[config.mk]
export PLATFORM = sky130hd
export DESIGN_NAME = fft_ctrl
export DESIGN_NICKNAME = d
export VERILOG_FILES = /design/src/rtl/fft_pkg.sv /design/src/rtl/fft_addr_gen.sv /design/src/rtl/fft_ctrl.sv
export SDC_FILE = /design/constraint.sdc
export NUM_CORES = 1
export LEC_CHECK = 0
export CAP_MARGIN = 20
export CORE_ASPECT_RATIO = 1.1
export CORE_UTILIZATION = 53
export DETAILED_ROUTE_END_ITERATION = 10
export PLACE_DENSITY = 0.87
export SLEW_MARGIN = 20
export SYNTH_ARGS = -nofsm -noshare
export SYNTH_HDL_FRONTEND = slang
export SYNTH_SLANG_ARGS = --single-unit
[constraint.sdc]
create_clock -name clk -period 6.29 [get_ports clk]
set_input_delay 1.258 -clock clk [delete_from_list [all_inputs] [get_ports clk]]
set_output_delay 1.258 -clock clk [all_outputs]
set_load 0.02 [all_outputs]
[src/rtl/fft_pkg.sv]
// Shared types and width helpers for the radix-2 DIT FFT sequencer.
package fft_pkg;

    // Controller states
    typedef enum logic [2:0] {
        IDLE,
        RUN,
        DRAIN,
        FLUSH,
        DONE
    } state_t;

    // Read-to-write latency through RAM/ROM and the butterfly
    function automatic int pipe_len(input int rd_lat, input int bf_lat);
        return rd_lat + bf_lat;
    endfunction

    // Width of the stage index (at least one bit)
    function automatic int stage_w(input int log2n);
        return (log2n > 1) ? $clog2(log2n) : 1;
    endfunction

    // Width of the twiddle ROM index (N/2 entries)
    function automatic int tw_w(input int log2n);
        return log2n - 1;
    endfunction

    // Width of the drain/flush counter, which must reach PIPE
    function automatic int cnt_w(input int pipe);
        return $clog2(pipe + 1);
    endfunction

endpackage

[src/rtl/fft_addr_gen.sv]
// Combinational butterfly address generator: (stage s, butterfly j) -> (a, b, k).
module fft_addr_gen
    import fft_pkg::*;
#(
    parameter int LOG2N = 3
) (
    input  logic [stage_w(LOG2N)-1:0] s,
    input  logic [tw_w(LOG2N)-1:0]    j,
    output logic [LOG2N-1:0]          a,
    output logic [LOG2N-1:0]          b,
    output logic [tw_w(LOG2N)-1:0]    k
);

    localparam int SW = stage_w(LOG2N);
    localparam logic [SW-1:0]    S_TOP = SW'(LOG2N - 1);
    localparam logic [LOG2N-1:0] ONE   = LOG2N'(1);

    logic [LOG2N-1:0] jw;
    logic [LOG2N-1:0] half;
    logic [LOG2N-1:0] pos;
    logic [LOG2N-1:0] grp;

    // Split j into group and position; a inserts a zero bit at position s
    always_comb begin
        jw   = {1'b0, j};
        half = ONE << s;
        pos  = jw & (half - ONE);
        grp  = jw >> s;
        a    = ((grp << s) << 1) | pos;
        b    = a + half;
        k    = pos[LOG2N-2:0] << (S_TOP - s);
    end

endmodule

[src/rtl/fft_ctrl.sv]
// In-place radix-2 DIT FFT sequencer: walks all stages, issues reads,
// twiddle indices and butterfly enables, and delays addresses to write-back.
module fft_ctrl
    import fft_pkg::*;
#(
    parameter int LOG2N  = 3,
    parameter int RD_LAT = 1,
    parameter int BF_LAT = 1
) (
    input  logic                      clk,
    input  logic                      rst,
    input  logic                      start,
    output logic                      busy,
    output logic                      done,
    output logic [stage_w(LOG2N)-1:0] stage,
    output logic                      rd_en,
    output logic [LOG2N-1:0]          rd_addr_a,
    output logic [LOG2N-1:0]          rd_addr_b,
    output logic [tw_w(LOG2N)-1:0]    tw_addr,
    output logic                      bf_enable,
    output logic                      wr_en,
    output logic [LOG2N-1:0]          wr_addr_a,
    output logic [LOG2N-1:0]          wr_addr_b
);

    localparam int PIPE = pipe_len(RD_LAT, BF_LAT);
    localparam int SW   = stage_w(LOG2N);
    localparam int JW   = tw_w(LOG2N);
    localparam int CW   = cnt_w(PIPE);

    localparam logic [SW-1:0] S_LAST    = SW'(LOG2N - 1);
    localparam logic [SW-1:0] S_ONE     = SW'(1);
    localparam logic [JW-1:0] J_LAST    = '1;
    localparam logic [JW-1:0] J_ONE     = JW'(1);
    localparam logic [CW-1:0] DRAIN_END = CW'(PIPE - 1);
    localparam logic [CW-1:0] FLUSH_END = CW'(PIPE);
    localparam logic [CW-1:0] C_ONE     = CW'(1);

    state_t           state;
    logic [SW-1:0]    s;
    logic [JW-1:0]    j;
    logic [CW-1:0]    cnt;

    logic [LOG2N-1:0] a;
    logic [LOG2N-1:0] b;
    logic [JW-1:0]    k;

    logic [PIPE-1:0]  vld_p;
    logic [LOG2N-1:0] addr_a_p [PIPE];
    logic [LOG2N-1:0] addr_b_p [PIPE];

    fft_addr_gen #(
        .LOG2N (LOG2N)
    ) u_addr_gen (
        .s (s),
        .j (j),
        .a (a),
        .b (b),
        .k (k)
    );

    // Sequencer FSM: stage/butterfly counters and registered read-side outputs
    always_ff @(posedge clk) begin
        if (rst) begin
            state     <= IDLE;
            s         <= '0;
            j         <= '0;
            cnt       <= '0;
            busy      <= 1'b0;
            done      <= 1'b0;
            stage     <= '0;
            rd_en     <= 1'b0;
            rd_addr_a <= '0;
            rd_addr_b <= '0;
            tw_addr   <= '0;
        end else begin
            rd_en <= 1'b0;
            done  <= 1'b0;
            case (state)
                IDLE: begin
                    if (start) begin
                        state <= RUN;
                        s     <= '0;
                        j     <= '0;
                        busy  <= 1'b1;
                    end
                end
                RUN: begin
                    rd_en     <= 1'b1;
                    rd_addr_a <= a;
                    rd_addr_b <= b;
                    tw_addr   <= k;
                    stage     <= s;
                    j         <= j + J_ONE;
                    cnt       <= '0;
                    if (j == J_LAST) begin
                        state <= (s == S_LAST) ? FLUSH : DRAIN;
                    end
                end
                DRAIN: begin
                    // Hold off reads until the last write of this stage lands
                    cnt <= cnt + C_ONE;
                    if (cnt == DRAIN_END) begin
                        state <= RUN;
                        s     <= s + S_ONE;
                    end
                end
                FLUSH: begin
                    // One extra count so done follows the final write
                    cnt <= cnt + C_ONE;
                    if (cnt == FLUSH_END) begin
                        state <= DONE;
                        done  <= 1'b1;
                        busy  <= 1'b0;
                    end
                end
                DONE: begin
                    state <= IDLE;
                    stage <= '0;
                end
                default: begin
                    state <= IDLE;
                end
            endcase
        end
    end

    // Delay line: shifts read strobe and addresses toward write-back
    always_ff @(posedge clk) begin
        if (rst) begin
            vld_p <= '0;
            for (int i = 0; i < PIPE; i++) begin
                addr_a_p[i] <= '0;
                addr_b_p[i] <= '0;
            end
        end else begin
            vld_p       <= {vld_p[PIPE-2:0], rd_en};
            addr_a_p[0] <= rd_addr_a;
            addr_b_p[0] <= rd_addr_b;
            for (int i = 1; i < PIPE; i++) begin
                addr_a_p[i] <= addr_a_p[i-1];
                addr_b_p[i] <= addr_b_p[i-1];
            end
        end
    end

    assign bf_enable = vld_p[RD_LAT-1];
    assign wr_en     = vld_p[PIPE-1];
    assign wr_addr_a = addr_a_p[PIPE-1];
    assign wr_addr_b = addr_b_p[PIPE-1];

endmodule

==> flow_summary.ini <==
[logic_synthesis]
syn_inst = 155
synth_top_area_share_pct = 48.3
synth_top_area_cell = dfxtp_1
synth_area_um2 = 1490
avgSynthCellArea_um2 = 9.62
synth_ff_type = dfxtp_1
synth_seq_cells = 36
synth.distinct_cells = 35
syn_nets = 165
ys_warn_count = 0
async_reset_ff_share_pct = 0
ys_top_cells_by_area = dfxtp_1 (48%), nor2b_1 (6.7%), a21oi_1 (5.0%), ha_1 (5.0%), buf_4 (3.0%)
ys_seq_area_share_pct = 48.3
synth_edf_count = 0

[routing]
wl_met2_mm = 1.37
vias = 1107
antenna_left = 0
drtIter0Drc = 7
routed_wl_mm = 2.70
drc = 0
firstDrtPassIters = 4
top_layer = met4
drt-vias-per-instance = 5.48
m1WireLength_mm = 1.17
wl_per_cell_um = 13.4
met3_length_um = 106

[finish]
area_growth_pct = 15.9
final_area_um2 = 1730
n_antenna_cell = 0
drive_gt1_share_pct = 5.26
seq_area_um2 = 721
fillCellCount = 206
multi_input_area_um2 = 653
layout.nets = 180

[timing]
slew_viol_final = 0
finalCritPeriodShare_pct = 41.2
layout_setup_ws_ps = 3700
min_period_ps = 2590
worstMarginPinSlew_ps = 642
setup_viol = 0
relSlewSlack_pct = 57.2
setup_tns_ps = 0
finClkSkew_ps = 7.64
hold_viol_final = 0
rsz0062_at_grt = false
fmax_ghz = 0.386

[pwr]
power.leakage_uw = 0.000627
power.switching_uw = 95.5
p_int_uw = 305
comb_power_share_pct = 8.4
p_seq_share_pct = 59.7
power.share.clock_pct = 32.0
vdd.ir_drop.worst_uv = 196
swShare_pct = 23.9
cellPowerDensity_nw_per_um2 = 232

[min_path]
worst_hold_path_type = register to register

[floorplanning]
ios = 24
die_width_um = 52.6
die_area_um2 = 3030
start_util_pct = 57.6
coreArea_um2 = 2590
die_h_um = 57.6
core.rowCount = 19

[place]
globalplace.congestion = 0.738
dp_slack_ps = 3720
numPortBuffers = 23
post-dp-hpwl_mm = 1.91
placed_area_um2 = 1670

[critical_path]
crit_family = buffers and inverters
regToRegSetupSlack_ps = 3870
critical_path.slowest_cell = clkdlybuf4s50_1
critPathKind = register to output pin
path_max_fanout = 3
worstReg2RegStart = s[0]$_SDFFE_PP0P_
r2r_cells = 7
cp.arrival_ps = 1330
slowest_delay_ps = 620
worstPathRequired_ps = 5030
end_kind = output pin
worst-path-buf-inv = 1
cp-startpoint = rd_addr_b[0]$_SDFFE_PP0P_
path_cells = clkdlybuf4s50_1
start_kind = register
cp.depth = 1
r2r-end = rd_addr_b[2]$_SDFFE_PP0P_
setup.worst_path.end = rd_addr_b[0]

[global_route]
grt_use_total_pct = 20.7
grt_max_degree = 36
grt_overflow = 0
grt_first_pass_wirelength_mm = 4.55
antenna_found_initial = 0
grt_pass1_vias = 1104

[cts]
clock_latency_ps = 340
post_cts_buffers = 0
cts_root_buf = clkbuf_4
cts_tree = built
cts_max_level = 2
cts.sinks = 36
post_cts_resized = 0
clk_pin_slew_ps = 100
cts_buffer_depth = 2
cts_buffers = 5
holdBufCountCts = 0

[status]
run_status = completed

[flow_run]
drv_cap = 0
## how the worst min path moves through the flow
stage                         startpoint                   endpoint  slack (ps)  cells past startpoint
2_1_floorplan  addr_a_p[0][0]$_SDFF_PP0_  addr_a_p[0][3]$_SDFF_PP0_         410                      1
3_3_place_gp   addr_b_p[0][1]$_SDFF_PP0_  addr_b_p[0][4]$_SDFF_PP0_         420                      1
3_5_place_dp   addr_b_p[0][0]$_SDFF_PP0_  addr_b_p[0][3]$_SDFF_PP0_         430                      1
4_1_cts        addr_a_p[0][0]$_SDFF_PP0_  addr_a_p[0][3]$_SDFF_PP0_         460                      1
5_1_grt        addr_a_p[0][2]$_SDFF_PP0_  addr_a_p[0][5]$_SDFF_PP0_         460                      1
6_report       addr_a_p[0][1]$_SDFF_PP0_  addr_a_p[0][4]$_SDFF_PP0_         450                      1
## stage by stage
| step | instances | utilization [%] | hold WS (ps) | power (uW) |
|---|---|---|---|---|
| 2_1_floorplan | 155 | - | 414 | 267 |
| 3_3_place_gp | 194 | 64.4 | 420 | 276 |
| 3_5_place_dp | 194 | 64.4 | 433 | 278 |
| 4_1_cts | 202 | 66.7 | 457 | 403 |
| 5_1_grt | 202 | 66.7 | 463 | 415 |
| 6_report | 202 | 66.7 | 450 | 400 |
## synth_stat cells (2+ instances only)
cell type	number
dfxtp_1	36
nor2b_1	16
a21oi_1	15
nor2_1	8
clkbuf_1	7
nand2_1	7
o21ai_0	7
buf_4	6
ha_1	6
inv_1	5
nor3b_1	5
o31ai_1	4
nand4_1	3
a211oi_1	2
a32o_1	2
and2_1	2
buf_6	2
nand2b_1	2
nand3b_1	2
nor3_1	2
nor4b_1	2
## cell type report
class | count | share of cell area (%)
clock buffers | 8 | 3.40
inverters | 5 | 1.09
multi-input cells | 98 | 37.8
flip-flops and latches | 36 | 41.7
well taps | 31 | 2.24
repair buffers | 24 | 13.8
## registers in the layout, indices dropped and copies added, names as in the netlist, 3 cells and up
register and flops:
addr_a_p 6, addr_b_p 6, rd_addr_a 3, rd_addr_b 3
state 3
## layout by cell type, fill, tap and decap left out, types with 2 or more instances in the layout
cell type / instances
clkdlybuf4s50_1: 23
ha_1: 6
o21ai_0: 7
nand3b_1: 2
clkbuf_1: 2
nand4_1: 3
and2_1: 2
dfxtp_1: 36
clkbuf_4: 5
nand2b_1: 2
a21oi_1: 15
nor4b_1: 2
nand2_1: 7
inv_1: 5
nor2_1: 8
nor2b_1: 16
nor3b_1: 5
a211oi_1: 2
nor3_1: 2
o31ai_1: 4
a32o_1: 2
## power groups by stage
stage | clock, uW | sequential (uW) | combinational, uW
final | 128 | 239 | 33.6
after detailed placement | 0 | 244 | 33.8
after global routing | 138 | 240 | 36.9
after CTS | 130 | 239 | 33.9
after global placement | 0 | 244 | 32.4
after floorplan | 0 | 246 | 20.1
## layer usage
| layer | GRT usage, % | vias to the layer above |
|---|---|---|
| met2 | 37.3 | 23 |
| met4 | 9.40 | 0 |
| met1 | 21.1 | 521 |
| met5 | 0 | - |
| li1 | - | 555 |
| met3 | 7.09 | 8 |
## cells by family after synthesis
family	share of synthesized area (%)
AOI/OAI and AO/OA	15.6
xor gates and xnor gates	0.587
adders and majority gates	6.38
buffers and inverters	7.89
DFF	48.3
muxes	0.671
other	0.251
and+or+nand+nor	20.3
Note: power is estimated with default switching activity, not from simulation.
